==> src/rtl/intc_bridge_if.sv <==
// Data-bus slave port of the interrupt controller: CPU address/store signals in,
// combinational read data and window hit out.
interface intc_bridge_if;
    logic [31:0] m_data_addr;
    logic [31:0] m_data_wdata;
    logic [3:0]  m_data_byteen;
    logic [31:0] rdata;
    logic        hit;

    modport master (
        output m_data_addr, m_data_wdata, m_data_byteen,
        input  rdata, hit
    );

    modport slave (
        input  m_data_addr, m_data_wdata, m_data_byteen,
        output rdata, hit
    );
endinterface

==> src/rtl/intc_bridge.sv <==
// Memory-mapped interrupt controller: pending/mask/mode/status registers, one registered
// request per source. Define INTC_SYNC_EN to put a 2-flop synchronizer on src_in.
module intc_bridge #(
    parameter int unsigned N_SRC = 6,
    parameter logic [31:0] BASE  = 32'h0000_7F20
) (
    input  logic             clk,
    input  logic             reset,
    input  logic [N_SRC-1:0] src_in,
    intc_bridge_if.slave     bus,
    output logic [N_SRC-1:0] hw_int,
    output logic             irq
);
    localparam int unsigned IDX_W    = 5;
    localparam logic [1:0]  REG_PEND = 2'd0;
    localparam logic [1:0]  REG_MASK = 2'd1;
    localparam logic [1:0]  REG_MODE = 2'd2;
    localparam logic [1:0]  REG_STAT = 2'd3;

    logic [N_SRC-1:0] pend, mask, mode;
    logic [N_SRC-1:0] s, s_q;
    logic [N_SRC-1:0] set, clr, active;
    logic [N_SRC-1:0] lane_n, wdata_n;
    logic [31:0]      lane_mask;
    logic [1:0]       sel;
    logic             wr_en;
    logic [IDX_W-1:0] idx;
    logic [31:0]      rdata_c;
    logic             unused_bits;

`ifdef INTC_SYNC_EN
    logic [N_SRC-1:0] sync1, sync2;

    // Two-flop synchronizer for asynchronous sources
    always_ff @(posedge clk or negedge reset) begin
        if (!reset) begin
            sync1 <= '0;
            sync2 <= '0;
        end else begin
            sync1 <= src_in;
            sync2 <= sync1;
        end
    end
    assign s = sync2;
`else
    assign s = src_in;
`endif

    assign bus.hit   = (bus.m_data_addr[31:4] == BASE[31:4]);
    assign sel       = bus.m_data_addr[3:2];
    assign wr_en     = bus.hit && (|bus.m_data_byteen);
    assign lane_mask = {{8{bus.m_data_byteen[3]}}, {8{bus.m_data_byteen[2]}},
                        {8{bus.m_data_byteen[1]}}, {8{bus.m_data_byteen[0]}}};
    assign lane_n    = lane_mask[N_SRC-1:0];
    assign wdata_n   = bus.m_data_wdata[N_SRC-1:0];

    assign set    = (mode & s & ~s_q) | (~mode & s);
    assign clr    = (wr_en && sel == REG_PEND) ? (wdata_n & lane_n) : '0;
    assign active = pend & mask;

    // Lowest-numbered active source wins the status index
    always_comb begin
        idx = '0;
        for (int i = int'(N_SRC) - 1; i >= 0; i--) begin
            if (active[i]) idx = IDX_W'(i);
        end
    end

    always_comb begin
        rdata_c = '0;
        if (bus.hit) begin
            case (sel)
                REG_PEND: rdata_c = 32'(pend);
                REG_MASK: rdata_c = 32'(mask);
                REG_MODE: rdata_c = 32'(mode);
                REG_STAT: rdata_c = {|active, 26'd0, idx};
                default:  rdata_c = '0;
            endcase
        end
    end
    assign bus.rdata = rdata_c;

    // Set takes priority over a same-edge W1C; outputs use pre-update pend/mask
    always_ff @(posedge clk or negedge reset) begin
        if (!reset) begin
            pend   <= '0;
            mask   <= '0;
            mode   <= '0;
            s_q    <= '0;
            hw_int <= '0;
            irq    <= 1'b0;
        end else begin
            s_q    <= s;
            pend   <= (pend & ~clr) | set;
            hw_int <= active;
            irq    <= |active;
            if (wr_en && sel == REG_MASK) mask <= (mask & ~lane_n) | (wdata_n & lane_n);
            if (wr_en && sel == REG_MODE) mode <= (mode & ~lane_n) | (wdata_n & lane_n);
        end
    end

    assign unused_bits = ^{bus.m_data_addr[1:0], bus.m_data_wdata, lane_mask};
endmodule

==> src/flat_wrapper.sv <==
// flat-port wrapper written by rule: the top's interface ports become plain ports
module intc_bridge_flat 
#(
    parameter int unsigned N_SRC = 6,
    parameter logic [31:0] BASE  = 32'h0000_7F20
)
  (clk, reset, src_in, hw_int, irq, bus_m_data_addr, bus_m_data_wdata, bus_m_data_byteen, bus_rdata, bus_hit);
  intc_bridge_if bus_i ();
  input  logic clk;
  input  logic reset;
  input  logic [N_SRC-1:0] src_in;
  output logic [N_SRC-1:0] hw_int;
  output logic irq;
  input wire logic [$bits(bus_i.m_data_addr)-1:0] bus_m_data_addr;
  input wire logic [$bits(bus_i.m_data_wdata)-1:0] bus_m_data_wdata;
  input wire logic [$bits(bus_i.m_data_byteen)-1:0] bus_m_data_byteen;
  output wire logic [$bits(bus_i.rdata)-1:0] bus_rdata;
  output wire logic [$bits(bus_i.hit)-1:0] bus_hit;
  assign bus_i.m_data_addr = bus_m_data_addr;
  assign bus_i.m_data_wdata = bus_m_data_wdata;
  assign bus_i.m_data_byteen = bus_m_data_byteen;
  assign bus_rdata = bus_i.rdata;
  assign bus_hit = bus_i.hit;
  intc_bridge #(.N_SRC(N_SRC), .BASE(BASE)) u_core (.clk(clk), .reset(reset), .src_in(src_in), .bus(bus_i), .hw_int(hw_int), .irq(irq));
endmodule
==> config.mk <==
export PLATFORM = sky130hd
export DESIGN_NAME = intc_bridge_flat
export DESIGN_NICKNAME = d
export VERILOG_FILES = /design/src/rtl/intc_bridge_if.sv /design/src/rtl/intc_bridge.sv /design/src/flat_wrapper.sv
export SDC_FILE = /design/constraint.sdc
export NUM_CORES = 1
export LEC_CHECK = 0
export ABC_AREA = 1
export BUFFER_PORTS_ARGS = -buffer_cell sky130_fd_sc_hd__buf_2
export CAP_MARGIN = 40
export CORE_ASPECT_RATIO = 1.2
export CORE_MARGIN = 3
export CORE_UTILIZATION = 25
export CTS_CLUSTER_DIAMETER = 30
export DETAILED_ROUTE_END_ITERATION = 10
export GPL_TIMING_DRIVEN = 0
export PLACE_DENSITY = 0.5
export SLEW_MARGIN = 20
export SYNTH_ARGS = -nofsm -noshare
export SYNTH_HDL_FRONTEND = slang
export SYNTH_SLANG_ARGS = --single-unit
==> constraint.sdc <==
create_clock -name clk -period 3.2 [get_ports clk]
set_input_delay 0.64 -clock clk [delete_from_list [all_inputs] [get_ports clk]]
set_output_delay 0.64 -clock clk [all_outputs]
set_load 0.03 [all_outputs]
==> out/metrics.cfg <==
[yosys]
avgSynthCellArea_um2 = 7.50
synth_area_um2 = 1770
synth.most_common_cell = nand2_1
ys.flop_type = dfrtp_1
netlist_instances = 236
ys.warnings.count = 0
ys_ff_latch = 31
yosysTopAreaCellShare_pct = 43.8
ys_top_cells_by_count = nand2_1 (78), dfrtp_1 (31), nor2_1 (28)
synthTopCellsByArea = dfrtp_1 (44%), nand2_1 (17%), buf_4 (11%)
synth.distinct_cells = 19
yosysSeqAreaShare_pct = 43.8
async_flop_share_pct = 100
synth_enable_flop_cells = 0
synth_area_leader_cell = dfrtp_1

[timing]
rsz0062_at_grt = false
fin_crit_sh_pct = 80.2
setup_violations = 0
finalHoldViolations = 0
fmax_mhz = 390
holdWs_ns = 0.406
slew_headroom_pct = 52.9
worst-slew-pin-transition_ns = 0.707
skew_ns = 0.00405
period_minus_slack_ns = 2.57
drv_slew = 0
setup_tns_ns = 0

[floorplan]
rows = 32
dieArea_um2 = 8130
start_util_pct = 26.6
fp.dieW_um = 82.8
ios = 116
die_h_um = 98.2
core_um2 = 6650

[status]
status = complete, no violations

[detailed_routing]
wl_per_cell_um = 10.9
avgViaCountPerCell = 4.13
antenna_left = 0
drc_errors = 0
drt_wl_total_um = 4490
firstDrtPassIters = 4
via_count = 1697
dr.first_iter.drc_count = 34

[grt]
grt_pass1_vias = 1546
grtUsageMet2_pct = 18.8
grt_first_pass_wirelength_um = 7160
globalRouteMet1Util_pct = 14.4
grt.busiest_layer = met2
grt_max_degree = 32
grtUsageMet3_pct = 4.06
antenna_found_initial = 0
grt_usage_pct = 11.6
overflow = 0

[finish]
synthToLayoutAreaGrowth_pct = 32.1
fin_cells = 411
final_util_pct = 35.2
nets = 401
drive_gt1_share_pct = 30.1
diodes = 0
final_cell_area_um2 = 2340
filler_cell_count = 760

[pwr]
power_density_nw_per_um2 = 354
leakagePower_nw = 1.40
seqPwrFrac_pct = 47.9
internal-power_w = 0.000599
switching_power_w = 0.000228
clockPowerShare_pct = 35.6
switching_share_pct = 27.6
ir_worst_vdd_mv = 0.130
comb_power_share_pct = 16.4

[clocking]
clock_latency_ns = 0.28
cts.path.max_buffers = 2
clockRootBuffer = clkbuf_8
cts_tree = yes
cts_resized = 0
cts_setup_buffers = 0
htreeDepth = 2
cts_hold_buffers = 0
clkSinkCount = 31
cts_buffers = 5
path_clk_slew_ns = 0.06

[placed_design]
dpl.cell_count = 403
io_buffer_count = 58
hpwlAfterDp_um = 3470
place_area_um2 = 2260
gp_congestion = 0.759

[setup_path]
setup.worst_path.start_class = primary input
worstPathMaxFanout = 10
cp.arrival_ns = 1.93
cp-end-kind = output pin
worstPathRequired_ns = 2.56
worstSetupPathType = primary input to output pin

[worst_hold_path]
worstHoldPathType = primary input to asynchronous set/reset pin

[flow_run]
maxCapViolations = 0

[cell type report]
cell class / instances / area [um2] / area share, %
tap: 85 / 106 / 4.55
buffer: 30 / 239 / 10.2
multi-input combinational: 174 / 751 / 32.1
sequential: 31 / 776 / 33.2
clock buffer: 7 / 76.3 / 3.27
timing repair buffer: 58 / 290 / 12.4
inverter: 25 / 93.8 / 4.01
clock inverter: 1 / 5.00 / 0.214
[metrics by stage]
stage               worst slack [ns]  power [W]
finish                         0.634   0.000827
CTS                            0.598   0.000839
detailed placement             0.590   0.000540
global placement               0.608   0.000539
global route                   0.460   0.000874
floorplan                      0.833   0.000494
[layer usage]
metal / up-vias / part of all wire [%]
li1: 867 / -
met1: 758 / 42
met2: 66 / 48
met3: 6 / 8.9
met4: 0 / 1.1
met5: - / 0
[kinds of logic after synthesis]
| family | count (synthesis) | share of synthesized area [%] |
|---|---|---|
| other | 1 | 0.212 |
| AOI/OAI and AO/OA | 15 | 4.81 |
| and+or+nand+nor | 134 | 32.3 |
| buffers and inverters | 55 | 18.8 |
| DFF | 31 | 43.8 |
[power by group through the flow]
stage / logic [W] / clock network, W / registers [W]
after floorplan: 0.0000904 / 0 / 0.000404
after global placement: 0.000135 / 0 / 0.000404
after detailed placement: 0.000136 / 0 / 0.000404
after CTS: 0.000136 / 0.000307 / 0.000397
after global routing: 0.000152 / 0.000326 / 0.000397
final: 0.000136 / 0.000295 / 0.000397
[worst paths after layout]
path                                    startpoint                       end  slack (ns)  depth (start not counted)
setup reg to reg                              flop      u_core.irq$_DFF_PN0_        2.11                          4
min in group clk                         src_in[1]   u_core.s_q[1]$_DFF_PN0_        0.48                          1
hold reg to reg            u_core.s_q[5]$_DFF_PN0_  u_core.pend[5]$_DFF_PN0_        0.49                          3
hold / removal                               reset  u_core.pend[1]$_DFF_PN0_        0.41                          1
max in group asynchronous                    reset   u_core.s_q[5]$_DFF_PN0_        2.34                          1
setup / recovery               bus_m_data_addr[29]              bus_rdata[5]        0.63                         10
[cell usage in the layout, fill, tap and decap left out, drive strengths merged]
cell    instances
a21oi           8
a22o            2
a31oi           1
buf            86
clkbuf          9
clkinv          1
conb           25
dfrtp          31
inv            25
nand2          78
nand3          12
nand4          12
nor2           31
nor3            1
o21ai           4
[worst max-delay path, cell delays in order]
cell and delay [ns]:
buf_2 0.09, inv_1 0.04, nand2_1 0.04, nor2_1 0.10, nand3_1 0.12, nor2_4 0.23, buf_6 0.17, inv_1 0.11
nor2_1 0.16, buf_2 0.22
Power figures use the tool's default switching activity.
